`src/rtl/branch_resolve_queue_pkg.sv`:
```
// Shared branch-tracking types: queue depth, tag width, entry layout.
// Imported by the branch resolve queue and its users.
package sys_defs;

  localparam int BRQ_DEPTH = 8;
  localparam int BRQ_TAG_W = $clog2(BRQ_DEPTH);

  typedef struct packed {
    logic        valid;
    logic        resolved;
    logic [31:0] pc;
    logic        pred_taken;
    logic [31:0] pred_target;
  } BRQ_ENTRY;

endpackage

```
`src/rtl/brq_mispredict_check.sv`:
```
// Compares a fetch-time prediction against the executed outcome.
// In: entry pc/prediction, ex_taken/ex_target. Out: mispredict, redirect_pc.
module brq_mispredict_check (
  input  logic [31:0] pc,
  input  logic        pred_taken,
  input  logic [31:0] pred_target,
  input  logic        ex_taken,
  input  logic [31:0] ex_target,
  output logic        mispredict,
  output logic [31:0] redirect_pc
);

  logic dir_bad;
  logic tgt_bad;

  assign dir_bad = pred_taken != ex_taken;
  assign tgt_bad = pred_taken & ex_taken
                 & (pred_target != ex_target);

  assign mispredict  = dir_bad | tgt_bad;
  assign redirect_pc = ex_taken ? ex_target
                                : pc + 32'd4;

endmodule

```
`src/rtl/branch_resolve_queue.sv`:
```
// Tracks fetched branches to resolution; drives BTB update and redirect.
// Ports: clock/reset/enable, fetch alloc (if_*, alloc_tag, full, count),
// execute resolve (ex_*), registered BTB update (btb_*), mispredict and
// redirect_pc. BRQ_DEBUG_OUT_EN adds valid_out, resolved_out, pc_out,
// head_out and tail_out mirroring the internal state.
module branch_resolve_queue #(
  parameter  int BRQ_DEPTH = sys_defs::BRQ_DEPTH,
  localparam int TW        = $clog2(BRQ_DEPTH)
) (
  input  logic          clock,
  input  logic          reset,
  input  logic          enable,
  input  logic          if_alloc,
  input  logic [31:0]   if_pc,
  input  logic          if_pred_taken,
  input  logic [31:0]   if_pred_target,
  output logic [TW-1:0] alloc_tag,
  output logic          full,
  output logic [TW:0]   count,
  input  logic          ex_resolve,
  input  logic [TW-1:0] ex_tag,
  input  logic          ex_taken,
  input  logic [31:0]   ex_target,
  output logic [31:0]   btb_ex_pc,
  output logic [31:0]   btb_calculated_pc,
  output logic          btb_branch_taken,
  output logic          btb_en_branch,
  output logic          mispredict,
  output logic [31:0]   redirect_pc
`ifdef BRQ_DEBUG_OUT_EN
  ,
  output logic [BRQ_DEPTH-1:0] valid_out,
  output logic [BRQ_DEPTH-1:0] resolved_out,
  output logic [31:0]          pc_out [BRQ_DEPTH],
  output logic [TW-1:0]        head_out,
  output logic [TW-1:0]        tail_out
`endif
);

  import sys_defs::*;

  BRQ_ENTRY [BRQ_DEPTH-1:0] ent;
  BRQ_ENTRY                 rent;

  logic [TW-1:0]        head;
  logic [TW-1:0]        tail;
  logic [TW-1:0]        off_tag;
  logic [BRQ_DEPTH-1:0] young;
  logic                 legal;
  logic                 mp;
  logic                 flush;
  logic                 retire;
  logic                 alloc;
  logic [31:0]          rd_pc;

  assign rent    = ent[ex_tag];
  assign legal   = enable & ex_resolve
                 & rent.valid & ~rent.resolved;
  assign flush   = legal & mp;
  assign retire  = enable & ent[head].valid
                 & ent[head].resolved;
  assign full    = count == (TW+1)'(BRQ_DEPTH);
  assign alloc   = enable & if_alloc & ~full & ~flush;
  assign alloc_tag = tail;
  assign off_tag = ex_tag - head;

  // Age is distance from head, so wrap-around needs no special case.
  always_comb begin
    young = '0;
    for (int i = 0; i < BRQ_DEPTH; i++)
      young[i] = (TW'(i) - head) > off_tag;
  end

  brq_mispredict_check u_chk (
    .pc          (rent.pc),
    .pred_taken  (rent.pred_taken),
    .pred_target (rent.pred_target),
    .ex_taken    (ex_taken),
    .ex_target   (ex_target),
    .mispredict  (mp),
    .redirect_pc (rd_pc)
  );

  always_ff @(posedge clock or posedge reset) begin
    if (reset) begin
      ent <= '0;
    end else begin
      if (legal)
        ent[ex_tag].resolved <= 1'b1;
      if (retire) begin
        ent[head].valid    <= 1'b0;
        ent[head].resolved <= 1'b0;
      end
      if (flush) begin
        for (int i = 0; i < BRQ_DEPTH; i++) begin
          if (young[i]) begin
            ent[i].valid    <= 1'b0;
            ent[i].resolved <= 1'b0;
          end
        end
      end
      if (alloc) begin
        ent[tail].valid       <= 1'b1;
        ent[tail].resolved    <= 1'b0;
        ent[tail].pc          <= if_pc;
        ent[tail].pred_taken  <= if_pred_taken;
        ent[tail].pred_target <= if_pred_target;
      end
    end
  end

  always_ff @(posedge clock or posedge reset) begin
    if (reset) begin
      head              <= '0;
      tail              <= '0;
      count             <= '0;
      btb_ex_pc         <= '0;
      btb_calculated_pc <= '0;
      btb_branch_taken  <= 1'b0;
      btb_en_branch     <= 1'b0;
      mispredict        <= 1'b0;
      redirect_pc       <= '0;
    end else begin
      if (retire)
        head <= head + TW'(1);
      if (flush)
        tail <= ex_tag + TW'(1);
      else if (alloc)
        tail <= tail + TW'(1);
      // The flushed queue spans head..ex_tag inclusive.
      if (flush)
        count <= (TW+1)'(off_tag) + (TW+1)'(1)
               - (TW+1)'(retire);
      else
        count <= count + (TW+1)'(alloc)
               - (TW+1)'(retire);
      btb_en_branch <= legal;
      mispredict    <= flush;
      if (legal) begin
        btb_ex_pc         <= rent.pc;
        btb_calculated_pc <= ex_target;
        btb_branch_taken  <= ex_taken;
      end
      if (flush)
        redirect_pc <= rd_pc;
    end
  end

`ifdef BRQ_DEBUG_OUT_EN
  always_comb begin
    for (int i = 0; i < BRQ_DEPTH; i++) begin
      valid_out[i]    = ent[i].valid;
      resolved_out[i] = ent[i].resolved;
      pc_out[i]       = ent[i].pc;
    end
  end
  assign head_out = head;
  assign tail_out = tail;
`else
  // State mirrors compiled out; behaviour is unchanged.
`endif

endmodule

```
`config.mk`:
```
export PLATFORM = sky130hd
export DESIGN_NAME = branch_resolve_queue
export DESIGN_NICKNAME = d
export VERILOG_FILES = /design/src/rtl/branch_resolve_queue_pkg.sv /design/src/rtl/brq_mispredict_check.sv /design/src/rtl/branch_resolve_queue.sv
export SDC_FILE = /design/constraint.sdc
export NUM_CORES = 1
export LEC_CHECK = 0
export ABC_AREA = 1
export ABC_CLOCK_PERIOD_IN_PS = 43000
export CAP_MARGIN = 20
export CORE_UTILIZATION = 50
export CTS_CLUSTER_SIZE = 24
export DETAILED_ROUTE_END_ITERATION = 6
export PLACE_DENSITY = 0.73
export SKIP_LAST_GASP = 1
export SLEW_MARGIN = 5
export SYNTH_ARGS = -nofsm -noshare
export SYNTH_HDL_FRONTEND = slang
export SYNTH_SLANG_ARGS = --single-unit
```
`constraint.sdc`:
```
create_clock -name clock -period 43 [get_ports clock]
set_input_delay 8.6 -clock clock [delete_from_list [all_inputs] [get_ports clock]]
set_output_delay 8.6 -clock clock [all_outputs]
set_load 0.02 [all_outputs]
```
Word level (Yosys, flattened, before mapping) --
Cells that the tools add are included.
Operators by class: add/subtract/negate cells 17, multiply operators 0, divide/modulo/power cells 0, order comparisons 14, eq/ne operators 3, shift-type cells 0, mux-type cells 51, bitwise logic cells 15, reductions and logical operators 4
Operators with widths (count):
- $bwmux 536 | 8
- $demux 67 s3 | 8
- $mux 536 | 3
- $bmux 67 s3 | 2
- $mux 67 | 4
- $mux 66 | 3
- $mux 65 | 1
- $mux 32 | 2
- $mux 33 | 1
- $add 32x3->32 const B | 1
- $mux 2 | 16
- $ne 32x32->1 | 1
- $gt 3x3->1 | 8
- $lt 3x4->1 const B | 3
- $sub 3x3->3 const A | 4
- $and 1x1->1 | 11
- $add 3x1->3 const B | 3
- $ge 3x1->1 const B | 3
- $sub 4x1->4 | 2
- $mux 3 | 2
- $sub 1x3->3 const A | 2
- $sub 2x3->3 const A | 2
- $add 3x1->4 const B | 1
- $add 4x1->4 | 1
- other kinds (8) | 12
Word-level totals: bits in registers 645, latch bits 0, bits in writable memories 0, bits in read-only memories 0, bits of input ports 106, output and inout port bits 107, logic and storage cells 153, memories kept 0

Logic depth before layout (Yosys ltp) --
word-level depth 17, mapped depth 26, mapped depth without buffers 23

Hierarchy --
From an unflattened synthesis, not the netlist that was laid out.
Unflattened totals: cells, all modules 3429, area, all modules 29155.5 um^2
Modules (own cells, without submodules):
- branch_resolve_queue | instances 1, cells each 3084, area an instance 27448.8 um^2, seq. area each 16140.5 um^2
- brq_mispredict_check | instances 1, cells each 345, area an instance 1706.6 um^2, seq. area each 0.0 um^2

Worst setup path after synthesis --
No wires, ideal clock.
kind input -> register, start in ex_tag[2], end reg count[2], library setup time 83 ps, arrival time 11860 ps, required time 42917 ps, path slack 31057 ps, stages on the path 22, path buffers 4, cells stage by stage buf_2 -> inv_2 -> nor2_4 -> buf_2 -> nand2_1 -> buf_2 -> buf_1 -> o22ai_1 -> a221oi_1 -> o2111ai_1 -> ha_1 -> inv_1 -> nand2_1 -> nand2_2 -> nand2_4 -> ha_1 -> inv_1 -> ha_1 -> inv_1 -> fa_1 -> xor2_1 -> o21ai_0
Between the ends: word-level cells in the longest chain between the ends 11, elaborated cells on any way between the ends 19, classes of those cells add/sub: 5; eq/ne: 2; mux: 3; bitwise: 9
Ends and longest elaborated chain:
- start, declared | line branch_resolve_queue.sv:21 | input logic [TW-1:0] ex_tag,
- $bmux 67 s3 | line branch_resolve_queue.sv:56 | assign rent = ent[ex_tag];
- $mux 67 (implied by the code) | line branch_resolve_queue.sv:56
- $ne 32x32->1 / $and 1x1->1 (equally long branches) | line brq_mispredict_check.sv:18, brq_mispredict_check.sv:17
- $and 1x1->1 | line brq_mispredict_check.sv:18 | & (pred_target != ex_target);
- $or 1x1->1 | line brq_mispredict_check.sv:20 | assign mispredict = dir_bad | tgt_bad;
- $and 1x1->1 | line branch_resolve_queue.sv:59 | assign flush = legal & mp;
- $not 1->1 | line branch_resolve_queue.sv:63 | assign alloc = enable & if_alloc & ~full & ~flush;
- $and 1x1->1 | line branch_resolve_queue.sv:63
- $add 4x1->4 | line branch_resolve_queue.sv:135 | count <= count + (TW+1)'(alloc)
- $sub 4x1->4 | line branch_resolve_queue.sv:136 | - (TW+1)'(retire);
- $mux 4 (*) | line branch_resolve_queue.sv:131 | if (flush)
- end signal, assigned | line branch_resolve_queue.sv:132 | count <= (TW+1)'(off_tag) + (TW+1)'(1)
- end signal, assigned | line branch_resolve_queue.sv:135
- end, declared | line branch_resolve_queue.sv:19 | output logic [TW:0] count,
Mark *: on every way between the ends. The rest lies on a longest branch, timed or not. The select of a mux whose other input is x is not followed. A chain may end at the register's enable or synchronous reset.

Final worst setup path --
start in ex_tag[1], end reg ent[167] (netlist bit)
Between the ends: word-level cells in the longest chain between the ends 14, elaborated cells on any way between the ends 25, classes of those cells eq/ne: 2; mux: 14; bitwise: 9
Ends and longest elaborated chain:
- $bmux 67 s3 | line branch_resolve_queue.sv:56
- $mux 67 (implied by the code) | line branch_resolve_queue.sv:56
- $and 1x1->1 / $not 1->1 (equally long branches) | line branch_resolve_queue.sv:58 | & rent.valid & ~rent.resolved;
- $and 1x1->1 | line branch_resolve_queue.sv:58
- $mux 536 | line branch_resolve_queue.sv:88 | if (legal)
- $bwmux 536 | line branch_resolve_queue.sv:91 | ent[head].valid <= 1'b0;
- $bwmux 536 | line branch_resolve_queue.sv:92 | ent[head].resolved <= 1'b0;
- $mux 536 | line branch_resolve_queue.sv:90 | if (retire) begin
- $bwmux 536 | line branch_resolve_queue.sv:103 | ent[tail].valid <= 1'b1;
- $bwmux 536 | line branch_resolve_queue.sv:104 | ent[tail].resolved <= 1'b0;
- $bwmux 536 | line branch_resolve_queue.sv:105 | ent[tail].pc <= if_pc;
- $bwmux 536 | line branch_resolve_queue.sv:106 | ent[tail].pred_taken <= if_pred_taken;
- $bwmux 536 | line branch_resolve_queue.sv:107 | ent[tail].pred_target <= if_pred_target;
- $mux 536 (*) | line branch_resolve_queue.sv:102 | if (alloc) begin
- end, declared | line branch_resolve_queue.sv:42 | BRQ_ENTRY [BRQ_DEPTH-1:0] ent;
Marked as above.

==> impl_metrics.py <==
metrics = {
    "run_status": {
        "failed_checks": "design-rule violations",
        "status": "finished, violations left",
    },
    "sta": {
        "report.final.setup_viol": 0,
        "finalSetupTns_ns": 0,
        "grt_setup_unrepaired": "no",
        "hold_violations": 0,
        "slew-limit-headroom_pct": 21.0,
        "tightest_slew_ns": 1.18,
        "finalCritPeriodShare_pct": 34.0,
        "period_minus_slack_ns": 14.60,
        "fmax_mhz": 68.5,
        "drv_slew": 0,
        "fin_worst_skew_ns": 0.0268,
    },
    "final_layout": {
        "final_common_cell": "nand2_1",
        "nNetsFinal": 4273,
        "layout_common_cells": "1356 x nand2_1, 645 x dfrtp_1, 580 x inv_1",
        "drive_gt1_share_pct": 4.18,
        "syn2layout_area_growth_pct": 14.5,
    },
    "logic_synthesis": {
        "synth-main-ff-cell": "dfrtp_1",
        "ys_warn_count": 0,
        "yosysUniqueCellTypes": 39,
        "seq_area_frac_synth_pct": 51.4,
        "synth_edf_count": 0,
        "ys_seq_elements": 645,
        "syn_nets": 4220,
        "netlist_instances": 4080,
        "syn_avg_cell_area_sq_um": 7.69,
        "syn_area_sq_um": 31400,
        "synthArstFlopShare_pct": 100,
    },
    "grt": {
        "grt_max_degree": 183,
        "antenna_found_initial": 4,
        "grt_pass1_vias": 25800,
        "grt.total_usage_pct": 30.1,
        "grt.overflow.total": 0,
        "grt_pass1_wl_microns": 148000,
    },
    "die": {
        "core_sq_um": 61800,
        "die_w_microns": 253,
        "die_h_microns": 253,
        "start_util_pct": 50.8,
        "rows": 91,
        "ios": 213,
        "die-area_sq_um": 63800,
    },
    "clocking": {
        "cts_setup_buffers": 0,
        "h-tree-depth": 3,
        "ctsResizeCount": 0,
        "clkSlewWorstSetupHoldPaths_ns": 0.06,
        "clock_latency_ns": 0.62,
        "clockBufferDepth": 3,
        "numCtsBuffers": 70,
        "holdBufCountCts": 0,
        "cts_tree": "built",
        "cts_root_buf": "clkbuf_16",
        "cts.sinks": 645,
    },
    "routing": {
        "vias_per_cell": 5.37,
        "dr.pass1.iters": 7,
        "vias": 27000,
        "routed.top_layer": "met5",
        "routedWlPerCell_microns": 18.8,
        "wl_met1_microns": 39300,
        "drc": 1,
        "wl_met2_microns": 43300,
        "wl_met3_microns": 8480,
        "drtIter0Drc": 2840,
        "ant_nets": 0,
        "totalWireLength_microns": 94500,
    },
    "critical_path": {
        "critical_path.cell_chain": "clkdlybuf4s50_1 -> inv_2 -> nor2_4 -> buf_4 -> nand2_2 -> clkinv_1 -> a22oi_1 -> o2111ai_1 -> ha_1 -> inv_1 -> nand2_1 -> nand2_2 -> nand2_4 -> nor2_4 -> buf_4 -> inv_2 -> nand2_1 -> nand2_1",
        "crit_fanout": 92,
        "path_common_cell": "nand2_1",
        "regToRegSetupSlack_ns": 37.80,
        "crit_path_end_kind": "register",
        "startpoint_type": "input port",
        "slowest_stage": "buf_4",
        "reg2reg_to": "ent[167]$_DFFE_PP0P_",
        "required_ns": 43.50,
        "critPathKind": "input port to register",
        "rr_worst_depth": 20,
        "cpPeakStageDelay_ns": 0.82,
        "reg2reg_from": "ent[293]$_DFFE_PP0P_",
        "cp.arrival_ns": 15.10,
    },
    "placement": {
        "io_buffer_count": 212,
        "dpl.hpwl_microns": 62100,
        "routabilityCongestion": 0.930,
    },
    "pwr": {
        "irDropWorstVdd_uv": 37.9,
        "p_per_area_nw_per_um2": 69.6,
        "leakagePower_nw": 17.5,
        "power_mw": 2.50,
    },
    "flow_run": {
        "max-cap-violations": 0,
    },
    "hold_path": {
        "hold_end": "ent[34]$_DFFE_PP0P_",
        "hold_depth": 2,
        "hold_start": "ent[34]$_DFFE_PP0P_",
        "hold_class": "register to register",
    },
}
[metrics by stage]
| step | util (%) | instance area, sq um | hold WS (ns) | std cells | setup WS [ns] |
|---|---|---|---|---|---|
| 3_5_place_dp | 54.3 | 33600 | 0.458 | 4897 | 27.91 |
| 2_1_floorplan | - | 31400 | 0.442 | 4080 | 16.33 |
| 5_1_grt | 58.2 | 36000 | 0.486 | 5025 | 28.14 |
| 4_1_cts | 58.1 | 35900 | 0.472 | 5022 | 28.52 |
| 6_report | 58.2 | 36000 | 0.471 | 5027 | 28.40 |
| 3_3_place_gp | 54.3 | 33600 | 0.454 | 4897 | 28.07 |
[power breakdown]
part / switching, mW / internal (mW) / total [mW]
Sequential: 0.115 / 0.902 / 1.02
Clock: 0.248 / 0.370 / 0.618
Combinational: 0.553 / 0.313 / 0.866
[layer usage]
| layer | track usage [%] | vias to the layer above |
|---|---|---|
| met5 | 0 | - |
| met4 | 11.6 | 2 |
| met3 | 6.43 | 197 |
| met2 | 47.6 | 1098 |
| met1 | 40.5 | 12900 |
| li1 | - | 12800 |
[registers in the layout (all words and copies together) (netlist names)]
| name | flops |
|---|---|
| btb_ex_pc | 32 |
| btb_en_branch | 1 |
| btb_branch_taken | 1 |
| alloc_tag | 3 |
| count | 4 |
| btb_calculated_pc | 32 |
| head | 3 |
| mispredict | 1 |
| ent | 536 |
| redirect_pc | 32 |
[logic make-up after synthesis]
family	Yosys count	share of synthesized area [%]
AO/OA/AOI/OAI	766	13.2
flip-flops	645	51.4
buffers and inverters	864	11.4
adder cells (fa/ha/maj)	34	1.40
AND/OR/NAND/NOR	1748	22.0
XOR/XNOR	23	0.642
[cells in the mapped netlist, types with 7 or more instances]
master    instances  area (sq um)
o211ai_1         33           248
o21ai_0         461          2310
o21ai_1          86           430
xor2_1           19           166
o22ai_1          96           601
nor2_4            7          78.8
dfrtp_1         645         16100
nand4_1          14          87.6
nand2_1        1356          5090
a21oi_1          46           230
buf_4            30           225
nor2_1          189           709
nand3_1         146           731
a22oi_1          16           120
ha_1             32           400
inv_1           582          2180
inv_2            11          41.3
a31oi_1          10          62.6
nor3_1           26           130
buf_2           165           826
clkbuf_1         67           251
[cell type report]
type                            instances  area (sq um)
Antenna cell                            4          10.0
Clock buffer                          110          2170
Clock inverter                         15           196
Fill cell                            5507         25900
Inverter                              595          2240
Multi-Input combinational cell       2571         11700
Sequential cell                       645         16100
Tap cell                              837          1050
Timing Repair Buffer                  250          2440
[how the worst max path moves through the flow]
stage,startpoint,to,cells past startpoint
after floorplan,reset,alloc_tag[0]$_DFFE_PP0P_,1
after global placement,ex_tag[1],ent[322]$_DFFE_PP0P_,19
after detailed placement,ex_tag[1],ent[318]$_DFFE_PP0P_,19
after CTS,ex_tag[1],ent[322]$_DFFE_PP0P_,19
after global routing,ex_tag[1],ent[167]$_DFFE_PP0P_,18
final,ex_tag[1],ent[167]$_DFFE_PP0P_,18
[critical path: cells and delay by family]
kind	cells	cell delay, ns
buffers and inverters	7	3.00
and+or+nand+nor	8	2.54
AOI/OAI and AO/OA	2	0.50
adders and majority gates	1	0.32
Note: power is estimated with default switching activity, not from simulation.
